[src/rtl/smg_pkg.sv]
// smg_pkg: shared types, constants and helpers for the seven-segment scan path
package smg_pkg;

    typedef enum logic {IDLE, CONV} state_t;

    localparam int NIB_W = 4;

    // Largest value representable in the given number of BCD digits (10^digits - 1)
    function automatic int unsigned sat_limit(input int unsigned digits);
        int unsigned v;
        v = 1;
        for (int unsigned k = 0; k < digits; k++) v = v * 10;
        return v - 1;
    endfunction

endpackage

[src/rtl/bin2bcd_seq.sv]
// bin2bcd_seq: sequential shift-and-add-3 binary to BCD converter, one bit per cycle
module bin2bcd_seq
    import smg_pkg::*;
#(
    parameter int DIGITS = 4,
    parameter int BIN_W  = 14
) (
    input  logic                             clk_i,
    input  logic                             rst_i,
    input  logic [BIN_W-1:0]                 bin_i,
    input  logic                             load_i,
    output logic                             busy_o,
    output logic                             done_o,
    output logic [DIGITS-1:0][NIB_W-1:0]     bcd_o
);

    localparam int                 TOT   = DIGITS * NIB_W + BIN_W;
    localparam int                 CNT_W = $clog2(BIN_W);
    localparam logic [BIN_W-1:0]   LIMIT = BIN_W'(sat_limit(DIGITS));

    state_t                         r_state;
    logic [BIN_W-1:0]               r_bin;
    logic [DIGITS-1:0][NIB_W-1:0]   r_bcd;
    logic [CNT_W-1:0]               r_cnt;
    logic [DIGITS-1:0][NIB_W-1:0]   w_adj;
    logic [TOT-1:0]                 w_next;
    logic                           w_last;

    // Add-3 correction on every nibble that would overflow past 9 after the shift
    always_comb begin
        w_adj = r_bcd;
        for (int d = 0; d < DIGITS; d++)
            w_adj[d] = (r_bcd[d] >= NIB_W'(5)) ? r_bcd[d] + NIB_W'(3) : r_bcd[d];
    end

    assign w_next = {w_adj, r_bin} << 1;
    assign w_last = (r_state == CONV) && (r_cnt == CNT_W'(BIN_W - 1));
    // The final iteration's result is handed out combinationally so the display
    // register can capture it on the same edge the FSM returns to IDLE.
    assign done_o = w_last;
    assign bcd_o  = w_next[TOT-1:BIN_W];

    // Conversion FSM: accept a saturated load in IDLE, iterate BIN_W times in CONV
    always_ff @(posedge clk_i or negedge rst_i) begin
        if (!rst_i) begin
            r_state <= IDLE;
            r_bin   <= '0;
            r_bcd   <= '0;
            r_cnt   <= '0;
            busy_o  <= 1'b0;
        end else begin
            case (r_state)
                IDLE: begin
                    if (load_i) begin
                        r_state <= CONV;
                        busy_o  <= 1'b1;
                        r_bin   <= (bin_i > LIMIT) ? LIMIT : bin_i;
                        r_bcd   <= '0;
                        r_cnt   <= '0;
                    end
                end
                CONV: begin
                    r_bcd <= w_next[TOT-1:BIN_W];
                    r_bin <= w_next[BIN_W-1:0];
                    r_cnt <= r_cnt + CNT_W'(1);
                    if (w_last) begin
                        r_state <= IDLE;
                        busy_o  <= 1'b0;
                    end
                end
                default: r_state <= IDLE;
            endcase
        end
    end

endmodule

[src/rtl/smg_scan_control.sv]
// smg_scan_control: binary load, BCD display register and time-multiplexed digit scan
module smg_scan_control
    import smg_pkg::*;
#(
    parameter int DIGITS   = 4,
    parameter int BIN_W    = 14,
    parameter int SCAN_DIV = 50000
) (
    input  logic                clk_i,
    input  logic                rst_i,
    input  logic [BIN_W-1:0]    bin_i,
    input  logic                load_i,
    output logic                busy_o,
    output logic [NIB_W-1:0]    dat_o,
    output logic [DIGITS-1:0]   sel_o
);

    localparam int DIV_W = (SCAN_DIV > 1) ? $clog2(SCAN_DIV) : 1;
    localparam int IDX_W = (DIGITS > 1) ? $clog2(DIGITS) : 1;

    logic [DIV_W-1:0]               r_div;
    logic [IDX_W-1:0]               r_idx;
    logic [DIGITS-1:0][NIB_W-1:0]   r_disp;
    logic [DIGITS-1:0]              r_sel_pre;
    logic                           w_done;
    logic [DIGITS-1:0][NIB_W-1:0]   w_bcd;
    logic                           w_wrap;

    bin2bcd_seq #(
        .DIGITS (DIGITS),
        .BIN_W  (BIN_W)
    ) u_conv (
        .clk_i  (clk_i),
        .rst_i  (rst_i),
        .bin_i  (bin_i),
        .load_i (load_i),
        .busy_o (busy_o),
        .done_o (w_done),
        .bcd_o  (w_bcd)
    );

    assign w_wrap = (r_div == DIV_W'(SCAN_DIV - 1));

    // Free-running slot divider and digit index, independent of conversions
    always_ff @(posedge clk_i or negedge rst_i) begin
        if (!rst_i) begin
            r_div <= '0;
            r_idx <= '0;
        end else begin
            r_div <= w_wrap ? '0 : r_div + DIV_W'(1);
            if (w_wrap)
                r_idx <= (r_idx == IDX_W'(DIGITS - 1)) ? '0 : r_idx + IDX_W'(1);
        end
    end

    // Display register only changes on completion, so partial results never show
    always_ff @(posedge clk_i or negedge rst_i) begin
        if (!rst_i)
            r_disp <= '0;
        else if (w_done)
            r_disp <= w_bcd;
    end

    // Registered digit data; select is delayed a further cycle to match the encoder
    always_ff @(posedge clk_i or negedge rst_i) begin
        if (!rst_i) begin
            dat_o     <= '0;
            r_sel_pre <= '1;
            sel_o     <= '1;
        end else begin
            dat_o     <= r_disp[r_idx];
            r_sel_pre <= ~(DIGITS'(1) << r_idx);
            sel_o     <= r_sel_pre;
        end
    end

endmodule

[config.mk]
export PLATFORM = sky130hd
export DESIGN_NAME = smg_scan_control
export DESIGN_NICKNAME = d
export VERILOG_FILES = /design/src/rtl/smg_pkg.sv /design/src/rtl/bin2bcd_seq.sv /design/src/rtl/smg_scan_control.sv
export SDC_FILE = /design/constraint.sdc
export NUM_CORES = 1
export LEC_CHECK = 0
export BUFFER_PORTS_ARGS = -buffer_cell sky130_fd_sc_hd__buf_2
export CORE_MARGIN = 4
export CORE_UTILIZATION = 40
export DETAILED_ROUTE_END_ITERATION = 8
export PLACE_DENSITY_LB_ADDON = 0.25
export SYNTH_ARGS = -nofsm -noshare
export SYNTH_HDL_FRONTEND = slang
export SYNTH_SLANG_ARGS = --single-unit
export TNS_END_PERCENT = 1
[constraint.sdc]
create_clock -name clk_i -period 1.9 [get_ports clk_i]
set_clock_uncertainty 0.05 [all_clocks]
set_input_delay 0.095 -clock clk_i [delete_from_list [all_inputs] [get_ports clk_i]]
set_output_delay 0.095 -clock clk_i [all_outputs]
set_load 0.01 [all_outputs]
==> results.cfg, run 1 <==
[pwr]
p_leak_nw = 2.07
power_density_nw_per_um2 = 1320
ir_drop_mv = 0.602

[timing]
setup_viol = 0
post-route-period-util = 0.926
maxSlewHeadroom = 0.578
setup_tns_ns = 0
hold_viol = 0
worst_pin_slew_ns = 0.630
layout_setup_ws_ns = 0.140
fmax_mhz = 568
report.final.slew_viol_count = 0
rsz0062_at_grt = false
period_needed_ns = 1.76

[cts]
clk_path_buf_depth = 2
post_cts_resized = 0
root_buffer = clkbuf_8
clock-sinks = 82
cts_tree = done
htreeDepth = 3
clk_latency_ns = 0.35
cts_buffers = 9
post_cts_buffers = 0
hold_buffers = 5
clk_pin_slew_ns = 0.09

[routing]
drt_pass1_iterations = 4
ant_nets = 0
vias = 2636
wl_per_cell_um = 13.1
wirelength_um = 6930
drtIter0Drc = 47
via_per_inst = 4.96
drc = 0

[logic_synthesis]
synth.distinct_cells = 42
yosys_warnings = 0
async_flop_share = 1.00
synth_top_family_by_area = simple AND/OR/NAND/NOR gates
synth-edff-count = 0
seq_area_frac_synth = 0.536
syn_inst = 362
synth_compound_area_frac = 0.105
synth_mux_area_frac = 0.0803
synth-xor-area-share = 0.0341
synth_fa_ha_area_frac = 0.0488
synth.net_count = 394
ys_dominant_reg_cell = dfrtp_1
syn_avg_cell_area_sq_um = 10.6
yosys.area_share.simple = 0.158
yosys_register_bits = 82
syn-cell-area_sq_um = 3850

[grt]
grt_max_degree = 38
antenna_found_initial = 0
grt.total_usage = 0.133
grt.overflow.total = 0
grt_pass1_wl_um = 12100
grt_pass1_vias = 2576

[cells_and_area]
stdcell_area_sq_um = 4430
area_delta_synth_final_pct = 15.1
finalNetCount = 429
n_antenna_cell = 0
drive_gt1_frac = 0.192

[critical_path]
slowest_delay_ns = 0.42
crit_family = flip-flops
crit_chain = inv_1 > ha_1 > nand2b_1 > a21oi_1 > mux2_2 > o21ai_0
worst_ep_arrival_time_ns = 1.98
cp_max_fo = 5
start_kind = flop
worstSetupPathType = reg2reg
end_kind = flop
critPathBufInv = 1
required_ns = 2.12
slowest_stage = dfrtp_1

[place]
gp_congestion = 0.807
portBuffers = 25
place_hpwl_um = 4970
place_area_sq_um = 4170
dp_slack_ns = 0.157

[die]
core_sq_um = 9280
die-area_sq_um = 11300
ios = 26
die_width_um = 106
initial_core_util = 0.414
num_rows = 35
die_h_um = 106

[run]
cap_violations = 0

[hold_path]
hp-class = in2reg

[status]
status = finished, final reports clean
==> report_power, final <==
part | internal [mW] | switching, mW | total [mW]
registers | 2.25 | 0.386 | 2.64
clock network | 0.686 | 0.635 | 1.32
logic | 0.900 | 0.984 | 1.88
total | 3.84 | 2.01 | 5.85
==> placed cells by master (no fill, tap or decap), drive strengths merged, types with 8 or more instances in the layout <==
master  instances
inv            25
clkbuf         11
dfrtp          74
nor2           10
a21oi          17
mux2i          14
buf            33
dfstp           8
o21ai          41
nand2          50
nor3b          14
xnor2          10
ha             15
nand3           9
==> cells in the mapped netlist (all sizes together) (4+ instances only) <==
| master | n | area (sq um) |
|---|---|---|
| nand2 | 50 | 195 |
| o21ai | 41 | 205 |
| a21oi | 17 | 85.1 |
| dfrtp | 74 | 1850 |
| xnor2 | 10 | 87.6 |
| xor2 | 5 | 43.8 |
| nor2 | 10 | 37.5 |
| mux4 | 4 | 90.1 |
| nand4 | 6 | 37.5 |
| buf | 5 | 22.5 |
| o22ai | 7 | 43.8 |
| clkbuf | 9 | 33.8 |
| nand3 | 9 | 50.1 |
| ha | 15 | 188 |
| mux2 | 7 | 78.8 |
| mux2i | 14 | 140 |
| inv | 23 | 86.3 |
| nand2b | 6 | 37.5 |
| nor3b | 14 | 105 |
| dfstp | 8 | 210 |
==> state kept, by name (all words and copies together), names as in the netlist <==
name            cells
dat_o               4
r_disp             16
r_div              16
r_idx               2
r_sel_pre           4
sel_o               4
u_conv.busy_o       1
u_conv.r_bcd       16
u_conv.r_bin       14
u_conv.r_cnt        4
u_conv.r_state      1
==> worst paths after layout <==
path / start / slack [ns] / end / depth (start not counted)
worst min-delay path: bin_i[9] / 0.03 / u_conv.r_bin[9]$_DFFE_PN0P_ / 3
min in group asynchronous: rst_i / 0.15 / dat_o[3]$_DFF_PN0_ / 2
worst max-delay path: u_conv.r_bcd[8]$_DFFE_PN0P_ / 0.14 / r_disp[10]$_DFFE_PN0P_ / 6
worst min register to register: r_sel_pre[1]$_DFF_PN1_ / 0.31 / sel_o[1]$_DFF_PN1_ / 0
max in group asynchronous: rst_i / 1.01 / sel_o[3]$_DFF_PN1_ / 3
worst max register to register: u_conv.r_bcd[8]$_DFFE_PN0P_ / 0.14 / r_disp[10]$_DFFE_PN0P_ / 6
==> per-stage QoR <==
| stage | power [mW] | cells | hold slack, ns | util |
|---|---|---|---|---|
| finish | 5.85 | 531 | 0.0251 | 0.477 |
| global route | 6.35 | 531 | 0.0119 | 0.477 |
| CTS | 5.93 | 531 | 0.00906 | 0.477 |
| detailed placement | 4.58 | 510 | -0.0327 | 0.449 |
| global placement | 4.49 | 510 | -0.0298 | 0.449 |
| floorplan | 4.02 | 362 | -0.251 | - |
==> routing by layer <==
metal | GRT usage | routed length, um | up-vias
li1 | - | - | 1321
met1 | 0.177 | 3430 | 1274
met2 | 0.213 | 3220 | 36
met3 | 0.0425 | 214 | 5
met4 | 0.0333 | 65 | 0
met5 | 0 | 0 | -
==> cell type report <==
cell class	count	area, sq um
clock buffers	11	151
clock inverters	5	60.1
fillers	897	4860
inverters	24	90.1
multi-input cells	242	1640
flip-flops and latches	82	2060
well taps	129	161
repair buffers	38	263
==> cells by family (layout without fill, tap and decap cells) <==
logic type	after synthesis	in the layout
simple gates	113	113
flops	82	82
compound gates	74	74
buf+inv	38	78
mux	25	25
fa+ha+maj	15	15
xor+xnor	15	15
==> worst reg2reg max path, cell delays in order (launching register included) <==
cell and delay [ns]:
dfrtp_1 0.42, inv_1 0.10, ha_1 0.25, nand2b_1 0.09, a21oi_1 0.26, mux2_2 0.38, o21ai_0 0.14
No activity file was read; power rests on OpenSTA's default activity.
==> inputs of run 2 (changes only) <==
--- a/config.mk
+++ b/config.mk
@@ -9,8 +9,10 @@
 export CORE_MARGIN = 4
 export CORE_UTILIZATION = 40
 export DETAILED_ROUTE_END_ITERATION = 8
+export HOLD_SLACK_MARGIN = 0.03
 export PLACE_DENSITY_LB_ADDON = 0.25
 export SYNTH_ARGS = -nofsm -noshare
 export SYNTH_HDL_FRONTEND = slang
+export SYNTH_HIERARCHICAL = 1
 export SYNTH_SLANG_ARGS = --single-unit
 export TNS_END_PERCENT = 1
==> run 2 against run 1 <==
Fmax down 0.12%. Utilization hardly changed. Sequential cell count did not move. Final cell count rose by 4.9%. Synthesized cell count increased by 6.1%. Clock-buffer cell count decreased by 1. Worst setup slack got worse by 0.0021 ns. Critical endpoint unchanged.
==> results.cfg, run 2 <==
[timing]
period_needed_ns = 1.76
report.final.slew_viol_count = 0
setup_viol = 0
fmax_mhz = 568
layout_setup_ws_ns = 0.138
setup_tns_ns = 0
post-route-period-util = 0.927
hold_viol = 0
fin_hold_ws_ns = 0.0886
rsz0062_at_grt = false
maxSlewHeadroom = 0.683
worst_pin_slew_ns = 0.476

[place]
portBuffers = 25
dp_slack_ns = 0.00330
place_area_sq_um = 4370
gp_congestion = 0.760
place_hpwl_um = 5390

[critical_path]
worstSetupPathType = reg2reg
end_kind = flop
r2r_start = u_conv/r_bcd[8]$_DFFE_PN0P_
startpoint = u_conv/r_bcd[8]$_DFFE_PN0P_
slowest_delay_ns = 0.44
crit_family = flip-flops
crit_chain = inv_1 > ha_1 > nand2b_1 > a211oi_1 > nor2_1 > mux2_2
start_kind = flop
critPathBufInv = 1
worstRegToRegCells = 6
slowest_stage = dfrtp_1
cp_max_fo = 5
required_ns = 2.10
r2r_slack_ns = 0.14
worst_ep_arrival_time_ns = 1.96
r2r-end = r_disp[10]$_DFFE_PN0P_

[die]
ios = 26
die-area_sq_um = 11900
initial_core_util = 0.415
core_sq_um = 9860
num_rows = 36
die_width_um = 109
die_h_um = 109

[logic_synthesis]
synth_common_cells = 74 x dfrtp_1, 29 x nor2_1, 25 x nand2_1, 22 x inv_1, 18 x nand3_1
yosys_register_bits = 82
yosys_warnings = 6
synth_top_family_by_area = simple AND/OR/NAND/NOR gates
syn-cell-area_sq_um = 4100
synth.distinct_cells = 45
synth.net_count = 416
synth-edff-count = 0
synth.top_cell.area_share = 0.452
synth_fa_ha_area_frac = 0.0458
synth.area.top_cells = dfrtp_1 45%, dfstp_2 5.1%, mux2_2 4.7%
yosys.area_share.simple = 0.155
yosys.area.top_type = dfrtp_1
seq_area_frac_synth = 0.503
synth_compound_area_frac = 0.128
ys_dominant_reg_cell = dfrtp_1
synth-xor-area-share = 0.0428
synth_mux_area_frac = 0.0748
synth.most_common_cell = dfrtp_1
async_flop_share = 1.00
syn_inst = 384
syn_avg_cell_area_sq_um = 10.7

[cts]
clk_latency_ns = 0.36
root_buffer = clkbuf_8
cts_tree = done
clk_path_buf_depth = 2
cts_buffers = 9
clk_pin_slew_ns = 0.08
htreeDepth = 3
clock-sinks = 82

[routing]
wl_per_cell_um = 14.1
vias = 2885
wirelength_um = 7850
via_per_inst = 5.18
drtIter0Drc = 137
ant_nets = 0
drc = 0
drt_pass1_iterations = 4

[cells_and_area]
final_common_cell = dfrtp_1
top_regs = r_disp x16, r_div x16, u_conv/r_bcd x16
drive_gt1_frac = 0.205
area_delta_synth_final_pct = 14.8
n_antenna_cell = 0
finalNetCount = 451
stdcell_area_sq_um = 4700
n_fill_cell = 890
fin_util = 0.477
final_cell_mix = 74 x dfrtp_1, 29 x nor2_1, 25 x nand2_1, 24 x buf_2, 22 x inv_1

[grt]
grt_pass1_vias = 2920
antenna_found_initial = 0
grt_max_degree = 39
grt.total_usage = 0.150
grt.overflow.total = 0
grt_pass1_wl_um = 14000

[hold_path]
holdPathStages = 4
worstHoldStart = bin_i[8]
hp-class = in2reg
hold_end = u_conv/r_bin[8]$_DFFE_PN0P_

[pwr]
p_leak_nw = 2.15
seq_power_share = 0.432
ir_drop_mv = 0.445
internal-power_mw = 4.12
power_frac_comb = 0.365
switching_share = 0.366
p_clk_frac = 0.203
power_density_nw_per_um2 = 1380
netSwitchingPower_mw = 2.38

[run]
cap_violations = 0

[status]
status = finished, final reports clean
-- run 2: how the worst max path moves through the flow --
stage                     cells after the start                      to
final                                         6  r_disp[10]$_DFFE_PN0P_
after global routing                          6  r_disp[14]$_DFFE_PN0P_
after CTS                                     3    r_idx[1]$_DFFE_PN0N_
after detailed placement                      3    r_idx[1]$_DFFE_PN0N_
after global placement                        3    r_idx[1]$_DFFE_PN0N_
after floorplan                               4    r_idx[0]$_DFFE_PN0N_
-- run 2: metrics by stage --
step	instances	total power [mW]
finish	557	6.50
global route	557	7.06
CTS	557	6.57
detailed placement	530	5.19
global placement	530	5.11
floorplan	384	4.63
-- run 2: cell type report --
cell class,count,area (sq um),area share
Inverter,24,90.1,0.0192
Multi-Input combinational cell,255,1840,0.391
Tap cell,133,166,0.0354
Clock buffer,10,138,0.0293
Timing Repair Buffer,47,333,0.0708
Sequential cell,82,2060,0.438
Clock inverter,6,75.1,0.0160
-- run 2: tightest hold or removal path: cells and delay by family --
kind	cells	cell delay [ns]
AOI/OAI and AO/OA	2	0.21
buffers and inverters	2	0.15
-- run 2: per-layer routing --
layer,vias to the layer above,track usage,share of wire
li1,1437,-,-
met1,1401,0.198,0.49
met2,39,0.238,0.46
met3,8,0.0385,0.030
met4,0,0.0561,0.017
met5,-,0,0
-- run 2: power groups by stage --
stage | Sequential, mW | Clock (mW) | Combinational, mW
3_5_place_dp | 2.83 | 0 | 2.36
6_report | 2.81 | 1.32 | 2.37
2_1_floorplan | 2.60 | 0 | 2.03
5_1_grt | 2.90 | 1.45 | 2.71
3_3_place_gp | 2.81 | 0 | 2.30
4_1_cts | 2.80 | 1.38 | 2.40
-- run 2: repair_timing --
item                                    4_1_cts  5_1_grt
hold buffers                                 11        0
hold endpoints to repair                     45        0
resized for setup                             1        1
buffers inserted                              0        0
endpoints found under the setup margin        1        2
pin swaps                                     0        1
-- run 2: kinds of logic (layout without fill, tap and decap cells) --
family	after synthesis	in the layout
XOR/XNOR	20	20
AND/OR/NAND/NOR	125	125
AO/OA/AOI/OAI	72	72
adder cells (fa/ha/maj)	15	15
multiplexers	23	23
buffers and inverters	47	87
flip-flops	82	82
